<file path="src/rtl/hack_boot_pkg.sv">
// Shared types and constants for the Hack boot loader: FSM states, default
// geometry and the byte order of the big-endian length header.
package hack_boot_pkg;

  localparam int          ADDR_W_DEF = 15;
  localparam int          WORD_W_DEF = 16;
  localparam int unsigned DEPTH_DEF  = 32768;

  // Word count field carried by the two header bytes.
  localparam int LEN_W       = 16;
  localparam int LEN_HI_LANE = 1;  // first header byte lands in bits [15:8]
  localparam int LEN_LO_LANE = 0;

  typedef enum logic [3:0] {
    S_IDLE,
    S_LEN_HI,
    S_LEN_LO,
    S_DATA_HI,
    S_DATA_LO,
    S_WRITE,
    S_CSUM,
    S_RUN,
    S_ERROR
  } boot_state_e;

  function automatic logic [LEN_W-1:0] make_len(input logic [7:0] hi, input logic [7:0] lo);
    logic [LEN_W-1:0] len;
    len = '0;
    len[LEN_HI_LANE*8 +: 8] = hi;
    len[LEN_LO_LANE*8 +: 8] = lo;
    return len;
  endfunction

endpackage

</file>
<file path="src/rtl/hack_word_assembler.sv">
// Collects the high/low bytes of each program word and keeps the running
// XOR of every data byte for the trailing checksum.
module hack_word_assembler
  import hack_boot_pkg::*;
(
  input  logic        clk,
  input  logic        reset,
  input  logic        i_clear,
  input  logic        i_hi_we,
  input  logic        i_lo_we,
  input  logic [7:0]  i_byte,
  output logic [15:0] o_word,
  output logic [7:0]  o_csum
);

  logic [7:0] r_hi;
  logic [7:0] r_lo;
  logic [7:0] r_csum;

  // NOTE: state registers use non-blocking assignments so every flop samples
  // pre-edge values regardless of block ordering.
  always_ff @(posedge clk or negedge reset) begin
    if (!reset) begin
      r_hi   <= '0;
      r_lo   <= '0;
      r_csum <= '0;
    end else if (i_clear) begin
      r_csum <= '0;
    end else if (i_hi_we) begin
      r_hi   <= i_byte;
      r_csum <= r_csum ^ i_byte;
    end else if (i_lo_we) begin
      r_lo   <= i_byte;
      r_csum <= r_csum ^ i_byte;
    end
  end

  assign o_word = {r_hi, r_lo};
  assign o_csum = r_csum;

endmodule

</file>
<file path="src/rtl/hack_boot_sequencer.sv">
// Loads a length-prefixed, XOR-checksummed program image from a byte stream
// into instruction memory, holding the CPU in reset until the image is good.
module hack_boot_sequencer
  import hack_boot_pkg::*;
#(
  parameter int          ADDR_W = ADDR_W_DEF,
  parameter int          WORD_W = WORD_W_DEF,
  parameter int unsigned DEPTH  = DEPTH_DEF
) (
  input  logic              clk,
  input  logic              reset,
  input  logic              start,
  input  logic              rx_valid,
  input  logic [7:0]        rx_data,
  output logic              rx_ready,
  output logic              rom_we,
  output logic [ADDR_W-1:0] rom_addr,
  output logic [WORD_W-1:0] rom_wdata,
  output logic              cpu_reset,
  output logic              busy,
  output logic              done,
  output logic              err
);

  boot_state_e      r_state;
  boot_state_e      w_state_nxt;
  logic [7:0]       r_len_hi;
  logic [LEN_W-1:0] r_len;
  logic [LEN_W-1:0] r_count;
  logic [LEN_W-1:0] w_len;
  logic [15:0]      w_word;
  logic [7:0]       w_csum;
  logic             w_accept;
  logic             w_start_load;

  assign w_accept     = rx_valid & rx_ready;
  assign w_len        = make_len(r_len_hi, rx_data);
  assign w_start_load = start && (r_state inside {S_IDLE, S_RUN, S_ERROR});

  hack_word_assembler u_asm (
    .clk     (clk),
    .reset   (reset),
    .i_clear (w_start_load),
    .i_hi_we (w_accept && (r_state == S_DATA_HI)),
    .i_lo_we (w_accept && (r_state == S_DATA_LO)),
    .i_byte  (rx_data),
    .o_word  (w_word),
    .o_csum  (w_csum)
  );

  // NOTE: every variable gets a default before the case so no latch is inferred.
  always_comb begin
    w_state_nxt = r_state;
    unique case (r_state)
      S_IDLE, S_RUN, S_ERROR: if (start) w_state_nxt = S_LEN_HI;
      S_LEN_HI:  if (w_accept) w_state_nxt = S_LEN_LO;
      S_LEN_LO: begin
        if (w_accept) begin
          if (w_len == '0)             w_state_nxt = S_CSUM;
          else if (32'(w_len) > DEPTH) w_state_nxt = S_ERROR;
          else                         w_state_nxt = S_DATA_HI;
        end
      end
      S_DATA_HI: if (w_accept) w_state_nxt = S_DATA_LO;
      S_DATA_LO: if (w_accept) w_state_nxt = S_WRITE;
      S_WRITE:   w_state_nxt = (r_count + LEN_W'(1) == r_len) ? S_CSUM : S_DATA_HI;
      S_CSUM: begin
        if (w_accept) w_state_nxt = (rx_data == w_csum) ? S_RUN : S_ERROR;
      end
      default:   w_state_nxt = S_IDLE;
    endcase
  end

  // Outputs are decoded from the next state so they line up with r_state
  // while still coming straight out of flops.
  always_ff @(posedge clk or negedge reset) begin
    if (!reset) begin
      r_state   <= S_IDLE;
      r_len_hi  <= '0;
      r_len     <= '0;
      r_count   <= '0;
      rom_we    <= 1'b0;
      rx_ready  <= 1'b0;
      cpu_reset <= 1'b1;
      busy      <= 1'b0;
      done      <= 1'b0;
      err       <= 1'b0;
    end else begin
      r_state <= w_state_nxt;
      if (w_start_load)            r_count <= '0;
      else if (r_state == S_WRITE) r_count <= r_count + LEN_W'(1);
      if (w_accept && (r_state == S_LEN_HI)) r_len_hi <= rx_data;
      if (w_accept && (r_state == S_LEN_LO)) r_len    <= w_len;
      rom_we    <= (w_state_nxt == S_WRITE);
      rx_ready  <= (w_state_nxt inside {S_LEN_HI, S_LEN_LO, S_DATA_HI, S_DATA_LO, S_CSUM});
      busy      <= !(w_state_nxt inside {S_IDLE, S_RUN, S_ERROR});
      done      <= (w_state_nxt == S_RUN);
      err       <= (w_state_nxt == S_ERROR);
      cpu_reset <= (w_state_nxt != S_RUN);
    end
  end

  assign rom_addr  = ADDR_W'(r_count);
  assign rom_wdata = WORD_W'(w_word);

endmodule

</file>
<file path="config.mk">
export PLATFORM = sky130hd
export DESIGN_NAME = hack_boot_sequencer
export DESIGN_NICKNAME = d
export VERILOG_FILES = /design/src/rtl/hack_boot_pkg.sv /design/src/rtl/hack_word_assembler.sv /design/src/rtl/hack_boot_sequencer.sv
export SDC_FILE = /design/constraint.sdc
export NUM_CORES = 1
export LEC_CHECK = 0
export CORE_MARGIN = 3
export CORE_UTILIZATION = 56
export CTS_CLUSTER_DIAMETER = 40
export DETAILED_ROUTE_END_ITERATION = 10
export PLACE_DENSITY = 0.91
export SYNTH_ARGS = -nofsm -noshare
export SYNTH_HDL_FRONTEND = slang
export SYNTH_HIERARCHICAL = 1
export SYNTH_SLANG_ARGS = --single-unit
</file>
<file path="constraint.sdc">
create_clock -name clk -period 3.2 [get_ports clk]
set_clock_uncertainty 0.05 [all_clocks]
set_input_delay 0.32 -clock clk [delete_from_list [all_inputs] [get_ports clk]]
set_output_delay 0.32 -clock clk [all_outputs]
set_load 0.01 [all_outputs]
</file>
==> results of run 1 <==
## worst max path at each step
stage,to,slack (ns),cells past startpoint
final,r_state[0],0.37,7
after global placement,r_state[0],0.72,7
after floorplan,u_asm/r_lo[0],0.92,5
after CTS,r_state[0],0.47,7
after detailed placement,r_state[0],0.64,7
after global routing,r_state[0],0.25,7
## per-layer routing
metal / global-route usage / vias up
li1: - / 1431
met1: 0.2961 / 1576
met2: 0.3752 / 123
met3: 0.05054 / 33
met4: 0.1106 / 0
met5: 0 / -
## layout by cell type, fill, tap and decap left out, types with 2 or more instances in the layout
cell type and instances:
o21ai_0 34, nor2_1 30, o31ai_1 3, a31o_2 3, bufinv_16 4, nand4_1 9, nor3_1 10, mux2i_1 2
inv_1 6, buf_4 5, o211ai_1 2, and4_1 3, o22ai_1 3, xnor2_1 23, clkbuf_8 9, a21oi_1 6
and3_1 3, nor4_1 7, dfrtp_1 73, nand2_1 21, clkdlybuf4s50_1 47, nand3_1 6, mux2_2 49, and3_2 2
and2_1 2, a31oi_1 6, xor2_1 7, and3b_1 3, nor2b_1 11
## final cells by class
| cell class | instances | area [um^2] | share of cell area |
|---|---|---|---|
| inverters | 6 | 22.52 | 0.004751 |
| multi-input cells | 272 | 1967 | 0.4149 |
| flip-flops and latches | 74 | 1853 | 0.3909 |
| repair buffers | 53 | 513.0 | 0.1082 |
| clock buffers | 10 | 127.6 | 0.02692 |
| clock inverters | 6 | 137.6 | 0.02903 |
| well taps | 96 | 120.1 | 0.02534 |
## through the flow
stage / area (um^2) / hold WS (ns)
after detailed placement: 4476 / 0.4501
after global routing: 4741 / 0.2092
after CTS: 4741 / 0.1628
after floorplan: 4068 / -0.02559
final: 4741 / 0.1086
after global placement: 4476 / 0.4388
## state kept, by name, summed over array words and instances, names as in the netlist
signal,flops
busy,1
cpu_reset,1
done,1
err,1
r_count,16
r_len,16
r_len_hi,8
r_state,4
rom_we,1
rx_ready,1
u_asm/o_csum,8
u_asm/r_hi,8
u_asm/r_lo,8
## power groups by stage
stage | clock network [W] | registers, W | logic [W]
2_1_floorplan | 0 | 0.00156 | 0.00102
3_3_place_gp | 0 | 0.00163 | 0.00142
3_5_place_dp | 0 | 0.00165 | 0.00148
4_1_cts | 0.000967 | 0.00165 | 0.00150
5_1_grt | 0.00101 | 0.00169 | 0.00164
6_report | 0.000961 | 0.00166 | 0.00149
## worst max-delay path, stage by stage, from the launching register on
cell      delay, ns
dfrtp_1        0.52
ha_1           0.32
nand3_2        0.20
nor4_1         0.71
xnor2_1        0.22
o211ai_1       0.14
nor4_2         0.40
o21ai_0        0.13
## cells by family (layout without fill, tap and decap cells)
| group | Yosys count | count (layout) |
|---|---|---|
| fa+ha+maj | 1 | 1 |
| buf+inv | 41 | 75 |
| simple gates | 120 | 120 |
| mux | 51 | 51 |
| compound gates | 69 | 69 |
| xor+xnor | 31 | 31 |
| flops | 74 | 74 |
==> results by group, run 1 <==
STA
  – Final hold violations: 0
  – Tcrit/Tclk final: 0.8858
  – Slew Viols, Final: 0
  – Min setup slack post-route: 0.3653 ns
  – Worst-Margin Slew: 0.9088 ns
  – Final setup viols: 0
  – F_max: 352.8 MHz
  – Slew headroom: 0.3941
  – Setup TNS: 0 ns
  – RSZ-0062 raised after global routing: no
  – Final min period: 2.835 ns

Drt
  – DRC: 0
  – Routed metal-1 wirelength: 3.884 mm
  – Met2 wire length: 4.511 mm
  – Max layer used: met4
  – Average wire per standard cell: 17.85 um
  – 1st-iter DRT viols: 216
  – Antenna Nets Post-Route: 0
  – DR WL met3: 539 um
  – TritonRoute pass-1 iters: 4
  – Vias per inst: 6.118
  – DR vias: 3,163
  – Final wirelength: 9.228 mm

Cells and area
  – # nets final: 429
  – Fin cells: 517
  – Synth-to-Final Area Change: 16.55%
  – Layout cells sized above 1: 0.1971
  – Layout fillers: 528
  – Final Core Density: 0.6864
  – Ant. Diodes: 0

Critical path
  – CP endpoint kind: register
  – CP arrival: 2.98 ns
  – Kind of critical path: register to register
  – Crit path launch: r_count[0]
  – Worst R2R Path Depth: 7
  – Reg2Reg Capture Point: r_state[0]
  – Worst setup SP type: register
  – Crit path max fanout: 8
  – Reg-to-reg slack, setup: 0.37 ns
  – R2R Path Start: r_count[0]
  – WP data required: 3.35 ns

Pwr
  – Leakage: 1.991 nW
  – Int Pwr: 0.002723 W
  – Clock network fraction of design power: 0.234
  – Gate power share: 0.363
  – Max IR drop VDD: 0.5061 mV
  – Final Power: 0.004109 W
  – Pwr/cell area: 866.8 nW/um^2
  – Switching Share: 0.3373
  – Sequential share of power: 0.403
  – Psw: 0.001386 W

Logic synthesis
  – Synth top area share: 0.4491
  – Mux contribution to synthesized area: 0.1406
  – Synth area leader: dfrtp_1
  – Synth cell types: 57
  – Adder-cell area share of the yosys netlist: 0.003076
  – Post-synthesis async set-or-reset flop share: 1.000
  – Number of flops mapped to enable cells by yosys: 0
  – Mapped cell area: 4068 um^2
  – Synth Area in Compound Gates: 0.1046
  – Most common cell in the netlist: dfrtp_1
  – Syn_nets: 400
  – Synth Area in Simple Gates: 0.1652
  – Ranking of synthesized cells by area: dfrtp_1 (45%), mux2_2 (14%), xnor2_1 (5.0%)
  – Synth Register Bits: 74
  – Post-Syn Instances: 387
  – Sequential share of the synthesized area: 0.4556
  – Largest family of logic cells by synthesized area: simple AND/OR/NAND/NOR gates
  – Total of warnings raised by yosys: 6
  – Most used DFF post-synth: dfrtp_1
  – Avg Cell Area, Syn: 10.51 um^2
  – XOR/XNOR Fraction of Synth Area: 0.07013
  – Synth top cells by count: dfrtp_1 (73), mux2_2 (49), o21ai_0 (34)

Die
  – IO Pins: 49
  – Die ar.: 8322 um^2
  – Core area: 6907 um^2
  – Die width: 91.23 um
  – Die Ht: 91.23 um
  – Starting Density: 0.5889
  – Row count: 30

CTS
  – Clk buf depth: 2
  – H-tree Lvls: 3
  – Number of post-CTS setup repair buffers: 0
  – Cts bufs inserted: 9
  – CTS hold repair buffers: 0
  – Post-CTS resize count: 0
  – Worst-skew pair later-pin latency: 0.35 ns
  – TritonCTS clock tree: yes
  – Clk slew on worst S/H paths: 0.08 ns
  – CTS Sinks: 74
  – Root Buffer: clkbuf_8

Global route
  – Vias in the first global route: 3,162
  – Largest net degree at the start of global routing: 75
  – First-pass GRT wire length: 15.37 mm
  – Gr ovfl total: 0
  – Global router's overall resource usage: 0.2319
  – Initial antenna violation count: 0

Worst hold path
  – Worst Hold Class: input port to asynchronous set/reset pin

Place
  – Cell count after placement: 501
  – Gp weighted congestion: 0.8755
  – Post-DP HPWL: 6.247 mm
  – Port bufs: 48
  – Pre-CTS WS: 0.6371 ns

Outcome
  – Status: complete, no violations

Run
  – Max-Cap Viols: 0
(Power assumes the default switching activity.)
==> run 2, diff against run 1 <==
--- a/config.mk
+++ b/config.mk
@@ -5,6 +5,7 @@
 export SDC_FILE = /design/constraint.sdc
 export NUM_CORES = 1
 export LEC_CHECK = 0
+export CORE_ASPECT_RATIO = 1.4
 export CORE_MARGIN = 3
 export CORE_UTILIZATION = 56
 export CTS_CLUSTER_DIAMETER = 40
==> results by group, run 2 (synthesized netlist as in run 1, its figures left out) <==
CTS
  – CTS Sinks: 74 (unchanged)
  – Worst-skew pair later-pin latency: 0.37 ns (was 0.35 ns)
  – TritonCTS clock tree: yes (unchanged)
  – Root Buffer: clkbuf_8 (unchanged)
  – Clk buf depth: 2 (unchanged)
  – Number of post-CTS setup repair buffers: 0 (unchanged)
  – Cts bufs inserted: 9 (unchanged)
  – Post-CTS resize count: 0 (unchanged)
  – H-tree Lvls: 3 (unchanged)
  – Clk slew on worst S/H paths: 0.10 ns (was 0.08 ns)

Cells and area
  – Synth-to-Final Area Change: 15.47% (was 16.55%)
  – Final Core Density: 0.6684 (was 0.6864)
  – Most frequent cells in the layout: dfrtp_1 (73), mux2_2 (49), clkdlybuf4s50_1 (47) (unchanged)
  – Multi-input gate area: 1967 um^2 (unchanged)
  – Layout cells sized above 1: 0.2047 (was 0.1971)
  – Fin cells: 520 (was 517)
  – Most common cell after layout, fill and taps aside: dfrtp_1 (unchanged)
  – Ant. Diodes: 0 (unchanged)
  – Register area: 1853 um^2 (unchanged)
  – # nets final: 433 (was 429)
  – Biggest regs: r_count: 16 flops, r_len: 16 flops (unchanged)
  – Layout fillers: 528 (unchanged)

Critical path
  – Kind of critical path: register to register (unchanged)
  – WP data required: 3.36 ns (was 3.35 ns)
  – CP arrival: 2.85 ns (was 2.98 ns)
  – Crit path max fanout: 14 (was 8)
  – Worst setup SP type: register (unchanged)
  – CP endpoint kind: register (unchanged)

Place
  – Gp weighted congestion: 0.8940 (was 0.8755)
  – Port bufs: 48 (unchanged)
  – Cell count after placement: 503 (was 501)
  – Post-DP HPWL: 6.382 mm (was 6.247 mm)

Global route
  – Global router's overall resource usage: 0.2268 (was 0.2319)
  – Gr ovfl total: 0 (unchanged)
  – Largest net degree at the start of global routing: 29 (was 75)
  – Vias in the first global route: 3,034 (was 3,162)
  – Initial antenna violation count: 0 (unchanged)
  – First-pass GRT wire length: 14.81 mm (was 15.37 mm)

Drt
  – DR vias: 3,101 (was 3,163)
  – DR WL met3: 435 um (was 539 um)
  – DRC: 0 (unchanged)
  – Met2 wire length: 4.696 mm (was 4.511 mm)
  – Max layer used: met4 (unchanged)
  – Antenna Nets Post-Route: 0 (unchanged)
  – TritonRoute pass-1 iters: 5 (was 4)
  – 1st-iter DRT viols: 343 (was 216)
  – Final wirelength: 8.838 mm (was 9.228 mm)
  – Average wire per standard cell: 17.00 um (was 17.85 um)
  – Routed metal-1 wirelength: 3.487 mm (was 3.884 mm)
  – Vias per inst: 5.963 (was 6.118)

STA
  – Hold WS: 0.3937 ns (was 0.1086 ns)
  – Tcrit/Tclk final: 0.8395 (was 0.8858)
  – Slew Viols, Final: 0 (unchanged)
  – Final hold violations: 0 (unchanged)
  – Worst-Margin Slew: 0.8763 ns (was 0.9088 ns)
  – Final min period: 2.686 ns (was 2.835 ns)
  – Setup TNS: 0 ns (unchanged)
  – F_max: 372.2 MHz (was 352.8 MHz)
  – Final setup viols: 0 (unchanged)
  – RSZ-0062 raised after global routing: no (unchanged)
  – Slew headroom: 0.4104 (was 0.3941)

Worst hold path
  – Worst Hold Class: input port to asynchronous set/reset pin (unchanged)

Die
  – Core area: 7027 um^2 (was 6907 um^2)
  – Row count: 36 (was 30)
  – Die width: 78.03 um (was 91.23 um)
  – IO Pins: 49 (unchanged)
  – Starting Density: 0.5789 (was 0.5889)
  – Die Ht: 106.8 um (was 91.23 um)
  – Die ar.: 8337 um^2 (was 8322 um^2)

Run
  – Max-Cap Viols: 0 (unchanged)

Pwr
  – Leakage: 1.977 nW (was 1.991 nW)
  – Final Power: 0.003815 W (was 0.004109 W)
  – Pwr/cell area: 812.2 nW/um^2 (was 866.8 nW/um^2)
  – Max IR drop VDD: 0.5886 mV (was 0.5061 mV)

Outcome
  – Status: complete, no violations (unchanged)
-- run 2: area by class of cell --
| cell class | count | area share |
|---|---|---|
| Tap cell | 95 | 0.02531 |
| Clock buffer | 9 | 0.02637 |
| Sequential cell | 74 | 0.3945 |
| Clock inverter | 7 | 0.01412 |
| Timing Repair Buffer | 57 | 0.1161 |
| Multi-Input combinational cell | 272 | 0.4188 |
| Inverter | 6 | 0.004795 |
-- run 2: worst max-delay path, stage by stage, from the launching register on --
cell	delay, ns
dfrtp_1	0.58
nand4_1	0.28
nor4_1	0.79
xnor2_1	0.21
o211ai_1	0.13
nor4_2	0.35
o21ai_0	0.12
-- run 2: worst paths after layout --
kind	from	slack (ns)	cells past startpoint	to
setup / recovery	r_count[8]	0.51	6	r_state[0]
hold / removal	reset	0.39	2	r_count[10]
setup reg to reg	r_count[8]	0.51	6	r_state[0]
hold reg to reg	u_asm/r_lo[0]	0.47	1	u_asm/r_lo[0]
max in group asynchronous	reset	1.96	3	r_len_hi[7]
min in group clk	u_asm/r_lo[0]	0.47	1	u_asm/r_lo[0]
-- run 2: power by group --
part,total (W),internal (W),leakage (nW),switching (W)
Sequential,0.00162,0.00128,0.947,0.000339
Combinational,0.00149,0.000838,0.931,0.000652
Clock,0.000702,0.000303,0.0986,0.000400
-- run 2: per-stage QoR --
| step | setup slack, ns | cell area (um^2) |
|---|---|---|
| 2_1_floorplan | 0.9152 | 4068 |
| 3_5_place_dp | 0.5579 | 4497 |
| 6_report | 0.5136 | 4697 |
| 3_3_place_gp | 0.6833 | 4497 |
| 5_1_grt | 0.3653 | 4697 |
| 4_1_cts | 0.5733 | 4697 |
-- run 2: repair_timing --
item                                   CTS  global route
setup endpoints to repair                0             0
endpoints found under the hold margin   19             0
hold buffers                             1             0
-- run 2: layer usage --
metal | track usage | vias up
met1 | 0.2638 | 1516
met4 | 0.09750 | 0
met2 | 0.4007 | 119
met3 | 0.04790 | 23
met5 | 0 | -
li1 | - | 1443
==> run 3, diff against run 2 <==
==> constraint.sdc (replaced) <==
create_clock -name clk -period 2.7 [get_ports clk]
set_clock_uncertainty 0.05 [all_clocks]
set_input_delay 0.27 -clock clk [delete_from_list [all_inputs] [get_ports clk]]
set_output_delay 0.27 -clock clk [all_outputs]
set_load 0.01 [all_outputs]
==> results by group, run 3 (synthesized netlist as in run 1, its figures left out) <==
Outcome
  – Status: complete, no violations (unchanged)

Die
  – Starting Density: 0.5789 (unchanged)
  – Row count: 36 (unchanged)
  – Core area: 7027 um^2 (unchanged)
  – Die Ht: 106.8 um (unchanged)
  – IO Pins: 49 (unchanged)
  – Die width: 78.03 um (unchanged)
  – Die ar.: 8337 um^2 (unchanged)

Global route
  – Initial antenna violation count: 0 (unchanged)
  – Grt met3 use: 0.06134 (was 0.04790)
  – Top Usage Layer GRT: met2 (unchanged)
  – Global router's overall resource usage: 0.2266 (was 0.2268)
  – First-pass GRT wire length: 14.65 mm (was 14.81 mm)
  – GRT met2 Usage: 0.3836 (was 0.4007)
  – Largest net degree at the start of global routing: 47 (was 29)
  – Vias in the first global route: 3,101 (was 3,034)
  – Met1 GRT Util: 0.2616 (was 0.2638)
  – Gr ovfl total: 0 (unchanged)

CTS
  – Clk buf depth: 2 (unchanged)
  – Cts bufs inserted: 9 (unchanged)
  – CTS Sinks: 74 (unchanged)
  – H-tree Lvls: 3 (unchanged)
  – Clk slew on worst S/H paths: 0.08 ns (was 0.10 ns)
  – Root Buffer: clkbuf_8 (unchanged)
  – Number of post-CTS setup repair buffers: 0 (unchanged)
  – Worst-skew pair later-pin latency: 0.36 ns (was 0.37 ns)
  – TritonCTS clock tree: yes (unchanged)

Pwr
  – Max IR drop VDD: 0.6858 mV (was 0.5886 mV)
  – Leakage: 2.026 nW (was 1.977 nW)
  – Pwr/cell area: 971.8 nW/um^2 (was 812.2 nW/um^2)

Critical path
  – Buf/Inv on CP: 0 (unchanged)
  – Largest delay share family, worst path: simple AND/OR/NAND/NOR gates (unchanged)
  – Worst path slowest cell: or4b_1 (was nor4_1)
  – WP data required: 2.85 ns (was 3.36 ns)
  – Crit path cell chain: ha_1, and3_2, or4b_1, o22ai_1, o211ai_1, nor4_2, o21ai_0 (was nand4_1, nor4_1, xnor2_1, o211ai_1, nor4_2, o21ai_0)
  – CP endpoint kind: register (unchanged)
  – Worst setup SP type: register (unchanged)
  – CP arrival: 2.66 ns (was 2.85 ns)
  – CP peak stage delay: 0.52 ns (was 0.79 ns)
  – Kind of critical path: register to register (unchanged)
  – Crit path max fanout: 6 (was 14)

STA
  – RSZ-0062 raised after global routing: no (unchanged)
  – Final min period: 2.509 ns (was 2.686 ns)
  – Tcrit/Tclk final: 0.9294 (was 0.8395)
  – Final hold violations: 0 (unchanged)
  – Worst-Margin Slew: 0.8389 ns (was 0.8763 ns)
  – Slew Viols, Final: 0 (unchanged)
  – Slew headroom: 0.4387 (was 0.4104)
  – Final setup viols: 0 (unchanged)
  – Setup TNS: 0 ns (unchanged)
  – F_max: 398.5 MHz (was 372.2 MHz)

Cells and area
  – Most common cell after layout, fill and taps aside: dfrtp_1 (unchanged)
  – Fin cells: 528 (was 520)
  – Most frequent cells in the layout: dfrtp_1 (73), mux2_2 (49), clkdlybuf4s50_1 (47) (unchanged)
  – Layout cells sized above 1: 0.2171 (was 0.2047)
  – Synth-to-Final Area Change: 18.15% (was 15.47%)
  – Ant. Diodes: 0 (unchanged)
  – # nets final: 441 (was 433)
  – Biggest regs: r_count: 16 flops, r_len: 16 flops (unchanged)

Place
  – Post-DP HPWL: 6.323 mm (was 6.382 mm)
  – Cell count after placement: 511 (was 503)
  – Port bufs: 48 (unchanged)
  – Gp weighted congestion: 0.8863 (was 0.8940)

Drt
  – DRC: 0 (unchanged)
  – DR vias: 3,079 (was 3,101)
  – TritonRoute pass-1 iters: 4 (was 5)
  – Antenna Nets Post-Route: 0 (unchanged)
  – Final wirelength: 8.807 mm (was 8.838 mm)
  – 1st-iter DRT viols: 188 (was 343)
  – Average wire per standard cell: 16.68 um (was 17.00 um)
  – Vias per inst: 5.831 (was 5.963)

Worst hold path
  – Worst Hold Class: input port to asynchronous set/reset pin (unchanged)

Run
  – Max-Cap Viols: 0 (unchanged)
-- run 3: through the flow --
stage	total power, W	instance area (um^2)	hold WS [ns]	setup slack [ns]	util
2_1_floorplan	0.003061	4068	-0.07559	0.4152	-
3_3_place_gp	0.003604	4569	0.2965	0.2488	0.6503
3_5_place_dp	0.003720	4569	0.3133	0.2186	0.6503
4_1_cts	0.004683	4800	0.4649	0.2174	0.6830
5_1_grt	0.004965	4806	0.4824	0.09835	0.6839
6_report	0.004670	4806	0.4502	0.1905	0.6839
-- run 3: repair_timing --
item	CTS	global route
resized for setup	0	1
setup endpoints to repair	0	1
endpoints found under the hold margin	27	0
hold buffers	1	0
-- run 3: final timing paths --
kind	startpoint	to	slack, ns	depth (start not counted)
min in group clk	u_asm/r_hi[1]	u_asm/r_hi[1]	0.46	1
setup / recovery	r_count[1]	r_state[0]	0.19	7
setup reg to reg	r_count[1]	r_state[0]	0.19	7
hold / removal	reset	r_count[11]	0.45	2
max in group asynchronous	reset	u_asm/r_hi[1]	1.47	3
hold reg to reg	u_asm/r_hi[1]	u_asm/r_hi[1]	0.46	1
-- run 3: report_power, final --
part           internal, W  leakage, nW  total [W]  switching [W]
logic              0.00102        0.976    0.00184       0.000821
clock network     0.000546        0.103   0.000953       0.000407
registers          0.00152        0.947    0.00188       0.000354
total              0.00309         2.03    0.00467        0.00158
-- run 3: layout make-up --
cell class | count | area [um^2]
Clock inverter | 4 | 75.07
Tap cell | 95 | 118.9
Clock buffer | 12 | 145.1
Fill cell | 520 | 2221
Sequential cell | 74 | 1853
Timing Repair Buffer | 65 | 618.1
Multi-Input combinational cell | 272 | 1973
Inverter | 6 | 22.52
-- run 3: routing by layer --
layer / wire length (um) / up-vias
li1: - / 1457
met3: 422 / 32
met2: 4499 / 107
met4: 393 / 0
met1: 3493 / 1483
met5: 0 / -
